**config.mk**
```make
export PLATFORM = sky130hd
export DESIGN_NAME = logic_serial_engine_flat
export DESIGN_NICKNAME = d
export VERILOG_FILES = /design/src/rtl/logic_serial_engine_if.sv /design/src/rtl/logic_serial_engine.sv /design/src/flat_wrapper.sv
export SDC_FILE = /design/constraint.sdc
export NUM_CORES = 1
export LEC_CHECK = 0
export ABC_AREA = 1
export BUFFER_PORTS_ARGS = -buffer_cell sky130_fd_sc_hd__buf_2
export CORE_MARGIN = 10
export CORE_UTILIZATION = 31
export CTS_CLUSTER_DIAMETER = 200
export DETAILED_ROUTE_END_ITERATION = 10
export GPL_TIMING_DRIVEN = 0
export PLACE_DENSITY = 0.54
export SLEW_MARGIN = 0
export SYNTH_ARGS = -nofsm -noshare
export SYNTH_HDL_FRONTEND = slang
export SYNTH_SLANG_ARGS = --single-unit
export TNS_END_PERCENT = 20
```
**constraint.sdc**
```tcl
create_clock -name clk -period 1.33 [get_ports clk]
set_input_delay 0.133 -clock clk [delete_from_list [all_inputs] [get_ports clk]]
set_output_delay 0.133 -clock clk [all_outputs]
set_load 0.01 [all_outputs]
```
**src/rtl/logic_serial_engine_if.sv**
```systemverilog
// Handshake bundle for the bit-serial logic engine: operand word in, result word out.
interface logic_serial_engine_if #(
  parameter int unsigned WIDTH = 8
);
  logic             in_valid;
  logic             in_ready;
  logic [WIDTH-1:0] A;
  logic [WIDTH-1:0] B;
  logic [1:0]       S;
  logic             out_valid;
  logic             out_ready;
  logic [WIDTH-1:0] H;

  // Producer/consumer side that feeds operands and collects results.
  modport master (
    output in_valid, A, B, S, out_ready,
    input  in_ready, out_valid, H
  );

  // Engine side.
  modport slave (
    input  in_valid, A, B, S, out_ready,
    output in_ready, out_valid, H
  );
endinterface

```
**src/rtl/logic_serial_engine.sv**
```systemverilog
// Bit-serial front end for the 1-bit logic cell. Latches an operand pair and a function
// select, streams the operands LSB-first through the cell one bit per clock, and presents
// the reassembled result word through a valid/ready handshake.
module logic_serial_engine #(
  parameter int unsigned WIDTH = 8
) (
  input  logic                   clk,
  input  logic                   rst,
  logic_serial_engine_if.slave   bus,
  output logic                   busy,
  output logic [$clog2(WIDTH):0] bit_cnt
);

  localparam int unsigned CntW = $clog2(WIDTH) + 1;

  typedef enum logic [1:0] {StIdle, StShift, StDone} state_e;

  state_e           state_q, state_d;
  logic [WIDTH-1:0] a_q, a_d;
  logic [WIDTH-1:0] b_q, b_d;
  logic [WIDTH-1:0] res_q, res_d;
  logic [WIDTH-1:0] h_q, h_d;
  logic [1:0]       sel_q, sel_d;
  logic [CntW-1:0]  cnt_q, cnt_d;
  logic             in_ready_q, in_ready_d;
  logic             out_valid_q, out_valid_d;
  logic             busy_q, busy_d;
  logic             slice_h;
  logic [WIDTH-1:0] res_next;

  // The 1-bit logic cell, fed from the LSBs of the operand shift registers.
  always_comb begin
    slice_h = 1'b0;
    unique case (sel_q)
      2'b00: slice_h = a_q[0] & b_q[0];
      2'b01: slice_h = a_q[0] | b_q[0];
      2'b10: slice_h = a_q[0] ^ b_q[0];
      2'b11: slice_h = ~a_q[0];
      default: slice_h = 1'b0;
    endcase
  end

  // Result bits enter at the MSB so that after WIDTH shifts the first (LSB) bit is at bit 0.
  assign res_next = {slice_h, res_q[WIDTH-1:1]};

  // Next-state and registered-output logic.
  always_comb begin
    state_d     = state_q;
    a_d         = a_q;
    b_d         = b_q;
    res_d       = res_q;
    h_d         = h_q;
    sel_d       = sel_q;
    cnt_d       = cnt_q;
    in_ready_d  = in_ready_q;
    out_valid_d = out_valid_q;
    busy_d      = busy_q;
    unique case (state_q)
      StIdle: begin
        if (bus.in_valid && in_ready_q) begin
          a_d        = bus.A;
          b_d        = bus.B;
          sel_d      = bus.S;
          res_d      = '0;
          cnt_d      = '0;
          in_ready_d = 1'b0;
          busy_d     = 1'b1;
          state_d    = StShift;
        end
      end
      StShift: begin
        a_d   = a_q >> 1;
        b_d   = b_q >> 1;
        res_d = res_next;
        cnt_d = cnt_q + CntW'(1);
        if (cnt_q == CntW'(WIDTH - 1)) begin
          h_d         = res_next;
          out_valid_d = 1'b1;
          busy_d      = 1'b0;
          state_d     = StDone;
        end
      end
      StDone: begin
        // in_valid is ignored here; the next word waits for the return to idle.
        if (out_valid_q && bus.out_ready) begin
          out_valid_d = 1'b0;
          in_ready_d  = 1'b1;
          state_d     = StIdle;
        end
      end
      default: begin
        state_d     = StIdle;
        in_ready_d  = 1'b1;
        out_valid_d = 1'b0;
        busy_d      = 1'b0;
      end
    endcase
  end

  // State and output registers with synchronous reset; reset drops any operation in flight.
  always_ff @(posedge clk) begin
    if (rst) begin
      state_q     <= StIdle;
      a_q         <= '0;
      b_q         <= '0;
      res_q       <= '0;
      h_q         <= '0;
      sel_q       <= '0;
      cnt_q       <= '0;
      in_ready_q  <= 1'b1;
      out_valid_q <= 1'b0;
      busy_q      <= 1'b0;
    end else begin
      state_q     <= state_d;
      a_q         <= a_d;
      b_q         <= b_d;
      res_q       <= res_d;
      h_q         <= h_d;
      sel_q       <= sel_d;
      cnt_q       <= cnt_d;
      in_ready_q  <= in_ready_d;
      out_valid_q <= out_valid_d;
      busy_q      <= busy_d;
    end
  end

  assign bus.in_ready  = in_ready_q;
  assign bus.out_valid = out_valid_q;
  assign bus.H         = h_q;
  assign busy          = busy_q;
  assign bit_cnt       = cnt_q;

endmodule

```
**src/flat_wrapper.sv**
```systemverilog
// flat-port wrapper written by rule: the top's interface ports become plain ports
module logic_serial_engine_flat 
#(
  parameter int unsigned WIDTH = 8
)
  (clk, rst, busy, bit_cnt, bus_in_valid, bus_A, bus_B, bus_S, bus_out_ready, bus_in_ready, bus_out_valid, bus_H);
  logic_serial_engine_if #(.WIDTH(WIDTH)) bus_i ();
  input  logic clk;
  input  logic rst;
  output logic busy;
  output logic [$clog2(WIDTH):0] bit_cnt;
  input wire logic [$bits(bus_i.in_valid)-1:0] bus_in_valid;
  input wire logic [$bits(bus_i.A)-1:0] bus_A;
  input wire logic [$bits(bus_i.B)-1:0] bus_B;
  input wire logic [$bits(bus_i.S)-1:0] bus_S;
  input wire logic [$bits(bus_i.out_ready)-1:0] bus_out_ready;
  output wire logic [$bits(bus_i.in_ready)-1:0] bus_in_ready;
  output wire logic [$bits(bus_i.out_valid)-1:0] bus_out_valid;
  output wire logic [$bits(bus_i.H)-1:0] bus_H;
  assign bus_i.in_valid = bus_in_valid;
  assign bus_i.A = bus_A;
  assign bus_i.B = bus_B;
  assign bus_i.S = bus_S;
  assign bus_i.out_ready = bus_out_ready;
  assign bus_in_ready = bus_i.in_ready;
  assign bus_out_valid = bus_i.out_valid;
  assign bus_H = bus_i.H;
  logic_serial_engine #(.WIDTH(WIDTH)) u_core (.clk(clk), .rst(rst), .bus(bus_i), .busy(busy), .bit_cnt(bit_cnt));
endmodule
```
==> impl_metrics.py, run 1 <==
metrics = {
    "cells_and_area": {
        "most-common-layout-cells": "nand2_1 (73), nor2_1 (47), dfxtp_1 (38)",
        "synthToLayoutAreaGrowth_pct": 28.53,
        "final_nets": 328,
        "diodes": 0,
        "postLayoutCoreUtil": 0.4110,
        "final_layout_size_suffix_gt1_frac": 0.2500,
        "mostFrequentLayoutCell": "nand2_1",
    },
    "synth": {
        "syn_area_per_cell_um2": 7.031,
        "yosys_warnings": 0,
        "synth.distinct_cells": 20,
        "syn_nets": 277,
        "synth.cell_area_mm2": 0.001772,
        "post_synthesis_sequential_element_count": 42,
        "synth.yosys.seq_area_share": 0.4746,
        "synthesis.instances": 252,
    },
    "timing": {
        "setup_viol": 0,
        "grt_setup_unrepaired": "true",
        "tns_ps": 0,
        "fin_worst_hold_slack_ps": 34.63,
        "period_share": 0.9431,
        "report.final.slew_viol_count": 0,
        "timing.final.crit_period_ps": 1254,
        "finalHoldViolCount": 0,
        "worst-slew-pin-transition_ps": 495.6,
        "fin_skew_ps": 8.955,
        "max_slew_margin": 0.6696,
        "maxClockFrequency_ghz": 0.7973,
    },
    "critical_path": {
        "critPathArrivalTime_ps": 1460,
        "cp-startpoint": "u_core.bit_cnt[1]",
        "crit_path_start_kind": "flip-flop",
        "critPathCaptureType": "flip-flop",
        "worst-endpoint-required_ps": 1530,
        "worstReg2RegStart": "u_core.bit_cnt[1]",
        "crit_path_max_fanout": 4,
        "critical_path_class": "reg2reg",
    },
    "route": {
        "antenna_left": 0,
        "drc_violations": 0,
        "vias": 1746,
        "drt_first_pass_iters": 4,
        "initialDrtViolationCount": 65,
        "route.detailed.wl_per_inst_um": 12.36,
        "viasPerCell": 4.644,
        "finalWirelength_um": 4647,
    },
    "clock_network": {
        "tritoncts": "done",
        "cts_num_sinks": 42,
        "cts_root_buffer": "clkbuf_8",
        "cts_made_buffers": 5,
        "clk-insertion-delay-late_ps": 300,
        "cts.clk_slew.worst_paths_ps": 90,
        "h_tree_level_count": 2,
        "clock_tree_buf_depth": 2,
        "holdBufCountCts": 0,
    },
    "global_routing": {
        "globalRoute.totalOverflow": 0,
        "grt_pass1_vias": 1738,
        "grt_first_pass_wirelength_um": 7907,
        "gr-usage-all-layers": 0.1088,
        "antenna_found_initial": 0,
        "pin_count_of_the_biggest_net_entering_global_routing": 15,
    },
    "die": {
        "io_pins": 37,
        "floorplan.die.width_um": 95.60,
        "initial_util": 0.3198,
        "fp.dieH_um": 95.60,
        "coreArea_mm2": 0.005540,
        "number_of_placement_rows": 27,
        "fp.dieArea_mm2": 0.009139,
    },
    "power": {
        "worst_ir_drop_vdd_mv": 0.4656,
        "p_leak_nw": 1.053,
        "design_power_total_mw": 2.948,
        "pwr_density_cell_mw_per_mm2": 1295,
    },
    "placed_design": {
        "placement.io_buffers": 36,
        "globalplace.congestion": 0.7472,
        "dp.final_hpwl_um": 3163,
    },
    "worst_hold_path": {
        "min-delay-start": "rst",
        "hold_class": "in2reg",
    },
    "job": {
        "max-cap-violations": 0,
    },
    "outcome": {
        "run_status": "finished, final reports clean",
    },
}
flip-flops by register name, indices dropped and copies added, names as in the netlist:
| signal | count |
|---|---|
| u_core.res_q | 7 |
| u_core.state_q | 2 |
| u_core.a_q | 8 |
| u_core.bus.out_valid | 1 |
| u_core.bus.H | 8 |
| u_core.sel_q | 2 |
| u_core.bus.in_ready | 1 |
| u_core.b_q | 8 |
| u_core.busy | 1 |
| u_core.bit_cnt | 4 |
worst paths after layout:
check,slack [ps],cells after the start,endpoint
setup / recovery,80,7,u_core.bus.out_valid
hold / removal,30,2,u_core.bit_cnt[1]
hold reg to reg,470,2,u_core.b_q[7]
setup reg to reg,80,7,u_core.bus.out_valid
power breakdown:
group / leakage [nW] / internal (mW) / switching (mW) / total [mW]
registers: 0.346 / 1.35 / 0.0509 / 1.40
clock network: 0.0585 / 0.563 / 0.479 / 1.04
logic: 0.649 / 0.203 / 0.305 / 0.508
per-layer routing:
metal / global-route usage / part of all wire
met5: 0 / 0
met4: 0.04791 / 0.018
met3: 0.03456 / 0.059
met2: 0.1727 / 0.45
met1: 0.1318 / 0.47
logic make-up (layout without fill, tap and decap cells):
| family | Yosys count | in the layout | synth area share |
|---|---|---|---|
| buffers and inverters | 22 | 73 | 0.05720 |
| DFF | 42 | 42 | 0.4746 |
| AOI/OAI and AO/OA | 50 | 50 | 0.1420 |
| and+or+nand+nor | 135 | 136 | 0.3051 |
| adders and majority gates | 3 | 3 | 0.02119 |
what timing repair did:
item,CTS,global route
hold endpoints to repair,0,0
setup endpoints to repair,30,29
buffers inserted,3,4
resized for setup,10,22
gates cloned,1,0
pin swaps,2,6
final cells by class:
class	count	area (um^2)
multi-input cells	189	870.8
flip-flops and latches	42	850.8
clock buffers	5	68.82
fillers	608	3263
well taps	72	90.09
inverters	13	58.81
repair buffers	43	232.7
plain buffers	9	61.31
clock inverters	3	43.79
cells in the mapped netlist (all sizes together):
cell type / number / area share
o21ai: 29 / 0.082
nand3b: 1 / 0.0042
ha: 3 / 0.021
nand3: 6 / 0.017
buf: 6 / 0.021
clkbuf: 3 / 0.0071
nor2: 51 / 0.11
nand2: 77 / 0.17
a31oi: 1 / 0.0035
a21oi: 20 / 0.056
dfxtp: 42 / 0.47
inv: 13 / 0.029
stage by stage:
step | instances | cell area [um^2] | worst slack (ps)
after floorplan | 252 | 1772 | 30.47
after global placement | 360 | 2042 | -190.9
after detailed placement | 360 | 2042 | -188.2
after CTS | 372 | 2201 | 7.088
after global routing | 376 | 2277 | -21.72
final | 376 | 2277 | 75.72
critical path, stage by stage, from the launching register on:
cell     delay (ps)
dfxtp_4         370
ha_4            160
nand2_2          90
nor2_4           60
buf_4           140
buf_4           120
a31oi_1         160
nor2_1           50
Power figures use the tool's default switching activity.
==> run 2: changes to the inputs <==
--- a/config.mk
+++ b/config.mk
@@ -12,7 +12,8 @@
 export CTS_CLUSTER_DIAMETER = 200
 export DETAILED_ROUTE_END_ITERATION = 10
 export GPL_TIMING_DRIVEN = 0
-export PLACE_DENSITY = 0.54
+export PLACE_DENSITY = 0.53
+export SETUP_SLACK_MARGIN = 0.2
 export SLEW_MARGIN = 0
 export SYNTH_ARGS = -nofsm -noshare
 export SYNTH_HDL_FRONTEND = slang
==> impl_metrics.py, run 2 (synthesis results as in run 1) <==
metrics = {
    "die": {
        "number_of_placement_rows": 27,
        "floorplan.die.width_um": 95.60,
        "fp.dieArea_mm2": 0.009139,
        "coreArea_mm2": 0.005540,
        "fp.dieH_um": 95.60,
        "io_pins": 37,
        "initial_util": 0.3198,
    },
    "route": {
        "antenna_left": 0,
        "drc_violations": 0,
        "route.detailed.wl_per_inst_um": 12.30,
        "viasPerCell": 4.588,
        "finalWirelength_um": 4685,
        "initialDrtViolationCount": 57,
        "drt_first_pass_iters": 4,
        "vias": 1748,
    },
    "global_routing": {
        "grt_first_pass_wirelength_um": 7741,
        "globalRoute.totalOverflow": 0,
        "antenna_found_initial": 0,
        "gr-usage-all-layers": 0.1060,
        "pin_count_of_the_biggest_net_entering_global_routing": 14,
        "grt_pass1_vias": 1670,
    },
    "clock_network": {
        "cts_num_sinks": 42,
        "holdBufCountCts": 0,
        "h_tree_level_count": 2,
        "cts.clk_slew.worst_paths_ps": 80,
        "tritoncts": "done",
        "clk-insertion-delay-late_ps": 300,
        "cts_made_buffers": 5,
        "clock_tree_buf_depth": 2,
        "cts_root_buffer": "clkbuf_8",
    },
    "power": {
        "design_power_total_mw": 2.782,
        "worst_ir_drop_vdd_mv": 0.5170,
        "p_leak_nw": 1.112,
        "pwr_density_cell_mw_per_mm2": 1179,
    },
    "cells_and_area": {
        "synthToLayoutAreaGrowth_pct": 33.12,
        "postLayoutCoreUtil": 0.4257,
        "filler_cell_count": 603,
        "final_layout_size_suffix_gt1_frac": 0.2816,
        "final_cell_area_mm2": 0.002359,
        "final_nets": 333,
        "diodes": 0,
        "most-common-layout-cells": "nand2_1 (73), nor2_1 (42), dfxtp_1 (38)",
        "mostFrequentLayoutCell": "nand2_1",
    },
    "timing": {
        "grt_setup_unrepaired": "true",
        "layout_setup_ws_ps": 104.5,
        "maxClockFrequency_ghz": 0.8160,
        "period_share": 0.9214,
        "fin_worst_hold_slack_ps": 40.28,
        "max_slew_margin": 0.6723,
        "timing.final.crit_period_ps": 1225,
        "fin_skew_ps": 7.415,
        "finalHoldViolCount": 0,
        "report.final.slew_viol_count": 0,
        "worst-slew-pin-transition_ps": 491.5,
        "setup_viol": 0,
    },
    "job": {
        "max-cap-violations": 0,
    },
    "critical_path": {
        "critPathArrivalTime_ps": 1460,
        "cp-startpoint": "u_core.bit_cnt[1]",
        "crit_path_max_fanout": 8,
        "critPathCaptureType": "flip-flop",
        "worstReg2RegStart": "u_core.bit_cnt[1]",
        "critical_path_class": "reg2reg",
        "crit_path_start_kind": "flip-flop",
        "worst-endpoint-required_ps": 1570,
        "reg2reg_depth": 7,
    },
    "placed_design": {
        "detailedPlace.worstSlack_ps": -97.20,
        "globalplace.congestion": 0.7651,
        "dp.final_hpwl_um": 3211,
        "placed_area_mm2": 0.002081,
        "placement.io_buffers": 36,
    },
    "worst_hold_path": {
        "hold_class": "in2reg",
        "min-delay-start": "rst",
        "timing.hold.worst_path_depth": 2,
    },
    "outcome": {
        "run_status": "finished, final reports clean",
    },
}
-- run 2: worst paths after layout --
check	slack, ps	to
max	100	u_core.bus.H[7]
min	40	u_core.bit_cnt[1]
max reg2reg	100	u_core.bus.H[7]
min reg2reg	470	u_core.b_q[7]
-- run 2: stage by stage --
| step | cells | TNS [ps] |
|---|---|---|
| 5_1_grt | 381 | 0 |
| 2_1_floorplan | 252 | 0 |
| 4_1_cts | 379 | 0 |
| 6_report | 381 | 0 |
| 3_5_place_dp | 360 | -945.1 |
| 3_3_place_gp | 360 | -766.0 |
-- run 2: cell type report --
class	count	area, um^2	share of cell area
Inverter	13	61.31	0.02599
Buffer	9	71.32	0.03024
Tap cell	72	90.09	0.03820
Multi-Input combinational cell	189	928.4	0.3936
Sequential cell	42	850.8	0.3607
Clock inverter	2	13.76	0.005836
Timing Repair Buffer	48	270.3	0.1146
Clock buffer	6	72.57	0.03077
-- run 2: report_power, final --
group / total (mW) / switching, mW / leakage, nW / internal [mW]
clock: 0.827 / 0.456 / 0.0452 / 0.371
sequential: 1.39 / 0.0470 / 0.346 / 1.35
combinational: 0.560 / 0.328 / 0.721 / 0.233
-- run 2: what timing repair did --
action / 4_1_cts / 5_1_grt
setup buffers: 10 / 2
endpoints found under the setup margin: 37 / 39
gates resized for setup: 15 / 15
pin swaps: 7 / 8
cloned: 1 / 0
-- run 2: worst max-delay path, stage by stage, from the launching register on --
cell and delay [ps]:
dfxtp_4 370, ha_4 150, nand2_4 60, nor2_4 190, nand2_4 120, inv_8 110, o21ai_1 60, nor2_1 100
-- run 2: metal layers --
layer | wire length, um | part of all wire | GRT usage | vias up
met5 | 0 | 0 | 0 | -
met4 | 61 | 0.013 | 0.03686 | 0
met3 | 321 | 0.069 | 0.03614 | 5
met2 | 2125 | 0.45 | 0.1682 | 41
met1 | 2176 | 0.46 | 0.1308 | 784
li1 | - | - | - | 918
==> run 3: changes to the inputs <==
--- a/config.mk
+++ b/config.mk
@@ -5,7 +5,6 @@
 export SDC_FILE = /design/constraint.sdc
 export NUM_CORES = 1
 export LEC_CHECK = 0
-export ABC_AREA = 1
 export BUFFER_PORTS_ARGS = -buffer_cell sky130_fd_sc_hd__buf_2
 export CORE_MARGIN = 10
 export CORE_UTILIZATION = 31
==> impl_metrics.py, run 3 <==
metrics = {
    "outcome": {
        "run_status": "finished with violations",
        "violations": "negative setup slack",
    },
    "die": {
        "initial_util": 0.3163,
        "fp.dieH_um": 97.26,
        "io_pins": 37,
        "floorplan.die.width_um": 97.26,
        "fp.dieArea_mm2": 0.009460,
        "number_of_placement_rows": 28,
        "coreArea_mm2": 0.005851,
    },
    "clock_network": {
        "tritoncts": "done",
        "h_tree_level_count": 2,
        "cts.clk_slew.worst_paths_ps": 80,
        "cts_made_buffers": 5,
        "cts_num_sinks": 42,
        "clk-insertion-delay-late_ps": 300,
        "cts_root_buffer": "clkbuf_8",
        "clock_tree_buf_depth": 2,
        "holdBufCountCts": 0,
    },
    "critical_path": {
        "worst-endpoint-required_ps": 1540,
        "crit_path_max_fanout": 4,
        "cpLargestDelayFamily": "multiplexers",
        "critPathCaptureType": "flip-flop",
        "crit_top_cell": "inv_2",
        "worstReg2RegStart": "u_core.a_q[0]",
        "crit_slowest_cell": "mux4_2",
        "slowest_delay_ps": 480,
        "critical_path_class": "reg2reg",
        "worstPathCellList": "inv_2, ha_4, inv_2, mux4_2, o32ai_2",
        "path_depth": 5,
        "critPathArrivalTime_ps": 1680,
        "crit_path_start_kind": "flip-flop",
        "reg2reg_depth": 5,
        "crit_buf_inv": 2,
        "r2r_setup_slack_ps": -140,
        "regToRegEndpoint": "u_core.res_q[7]",
    },
    "timing": {
        "report.final.slew_viol_count": 0,
        "maxClockFrequency_ghz": 0.6791,
        "max_slew_margin": 0.6149,
        "period_share": 1.107,
        "grt_setup_unrepaired": "true",
        "worst-slew-pin-transition_ps": 577.6,
        "tns_ps": -247.2,
        "layout_setup_ws_ps": -142.5,
        "setup_viol": 2,
        "fin_skew_ps": 9.419,
        "finalHoldViolCount": 0,
        "timing.final.crit_period_ps": 1472,
    },
    "global_routing": {
        "grt_pass1_vias": 1808,
        "grt_first_pass_wirelength_um": 9356,
        "pin_count_of_the_biggest_net_entering_global_routing": 13,
        "globalRoute.totalOverflow": 0,
        "antenna_found_initial": 0,
        "gr-usage-all-layers": 0.1173,
    },
    "power": {
        "pwr-share-clk": 0.309,
        "design_power_total_mw": 2.780,
        "p_switching_mw": 0.7853,
        "swShare": 0.2824,
        "cell_internal_pwr_mw": 1.995,
        "power.sequential.fraction": 0.499,
        "worst_ir_drop_vdd_mv": 0.6483,
        "p_leak_nw": 0.9352,
        "pwr_density_cell_mw_per_mm2": 1137,
        "power.combinational.fraction": 0.191,
    },
    "cells_and_area": {
        "total_area_of_multi_input_combinational_cells_mm2": 0.001012,
        "final_cell_area_mm2": 0.002445,
        "synthToLayoutAreaGrowth_pct": 32.12,
        "most-common-layout-cells": "nand2_1 (38), buf_2 (37), a21oi_1 (37)",
        "postLayoutCoreUtil": 0.4179,
        "final_layout_size_suffix_gt1_frac": 0.3382,
        "diodes": 0,
        "mostFrequentLayoutCell": "nand2_1",
        "ff_latch_area_um2": 858.3,
        "filler_cell_count": 613,
        "final_nets": 296,
    },
    "synth": {
        "synth.area.top_cells": "dfxtp_1 (45%), a21oi_1 (11%), nand2_1 (7.9%), a311oi_1 (5.2%), o21ai_0 (4.9%)",
        "synth-async-reset-ratio": 0,
        "synth.cell_area_mm2": 0.001851,
        "synthTopCellsByCount": "dfxtp_1 (42), a21oi_1 (39), nand2_1 (39), o21ai_0 (18)",
        "number_of_flops_mapped_to_enable_cells_by_yosys": 0,
        "synth.yosys.seq_area_share": 0.4544,
        "synth_top_cell_area_share": 0.4544,
        "synth.distinct_cells": 32,
        "synth_top_area_cell": "dfxtp_1",
        "post_synthesis_sequential_element_count": 42,
        "yosys_warnings": 0,
        "top_flip_flop_cell_by_instance_count_after_synthesis": "dfxtp_1",
        "synthesis.instances": 223,
        "yosysMostFrequentCell": "dfxtp_1",
        "syn_nets": 248,
        "syn_area_per_cell_um2": 8.298,
    },
    "job": {
        "max-cap-violations": 0,
    },
    "route": {
        "route.detailed.wl_per_inst_um": 16.20,
        "viasPerCell": 5.187,
        "drt_first_pass_iters": 4,
        "finalWirelength_um": 5621,
        "antenna_left": 0,
        "initialDrtViolationCount": 51,
        "drc_violations": 0,
        "vias": 1800,
    },
    "worst_hold_path": {
        "destination_of_the_worst_hold_path": "u_core.sel_q[0]",
        "min-delay-start": "bus_S[0]",
        "timing.hold.worst_path_depth": 3,
        "hold_class": "in2reg",
    },
    "placed_design": {
        "dp.final_hpwl_um": 3725,
        "detailedPlace.worstSlack_ps": -166.8,
        "placement.io_buffers": 35,
        "placed_area_mm2": 0.002168,
        "globalplace.congestion": 0.7314,
    },
}
-- run 3: timing repair --
action,CTS,global route
setup buffers,4,1
endpoints found under the hold margin,0,0
resized for setup,32,6
pin swaps,2,2
endpoints found under the setup margin,42,41
gates cloned,1,0
-- run 3: worst max-delay path by stage --
| stage | startpoint | end | slack, ps |
|---|---|---|---|
| detailed placement | u_core.b_q[0] | u_core.bus.H[7] | -170 |
| global placement | u_core.b_q[0] | u_core.res_q[7] | -150 |
| global route | u_core.a_q[0] | u_core.res_q[7] | -180 |
| finish | u_core.a_q[0] | u_core.res_q[7] | -140 |
| CTS | u_core.a_q[0] | u_core.res_q[7] | -120 |
| floorplan | u_core.b_q[0] | u_core.bus.H[7] | -50 |
-- run 3: kinds of logic (layout without fill, tap and decap cells) --
logic type / count (synthesis) / count (layout) / share of synthesized area
AND/OR/NAND/NOR: 69 / 69 / 0.1826
multiplexers: 1 / 1 / 0.01217
buffers and inverters: 25 / 74 / 0.06288
AO/OA/AOI/OAI: 83 / 83 / 0.2678
flip-flops: 42 / 42 / 0.4544
adder cells (fa/ha/maj): 3 / 3 / 0.02029
-- run 3: layer usage --
| layer | routed length (um) | global-route usage | vias to the layer above |
|---|---|---|---|
| li1 | - | - | 894 |
| met1 | 2733 | 0.1557 | 854 |
| met4 | 68 | 0.02796 | 0 |
| met3 | 286 | 0.03485 | 10 |
| met2 | 2533 | 0.1811 | 42 |
| met5 | 0 | 0 | - |
-- run 3: layout make-up --
type                       count  share of cell area
tap                           75             0.03838
timing repair buffer          41             0.09161
buffer                        20             0.05988
inverter                       5            0.007677
sequential                    42              0.3511
clock inverter                 1            0.002047
clock buffer                   7             0.03531
multi-input combinational    156              0.4140
-- run 3: power groups by stage --
stage	logic, mW	registers (mW)	clock network, mW
4_1_cts	0.517	1.39	0.881
3_3_place_gp	0.416	1.42	0
5_1_grt	0.592	1.40	0.934
3_5_place_dp	0.419	1.42	0
2_1_floorplan	0.283	1.41	0
6_report	0.532	1.39	0.860
-- run 3: through the flow --
step	hold WS, ps	std cells
CTS	76.14	346
detailed placement	391.4	333
global placement	380.9	333
global route	87.58	347
finish	76.22	347
floorplan	269.0	223
-- run 3: tightest hold or removal path, cell delays in order --
cell     delay, ps
buf_2          100
nand2_1         50
a21oi_1         50
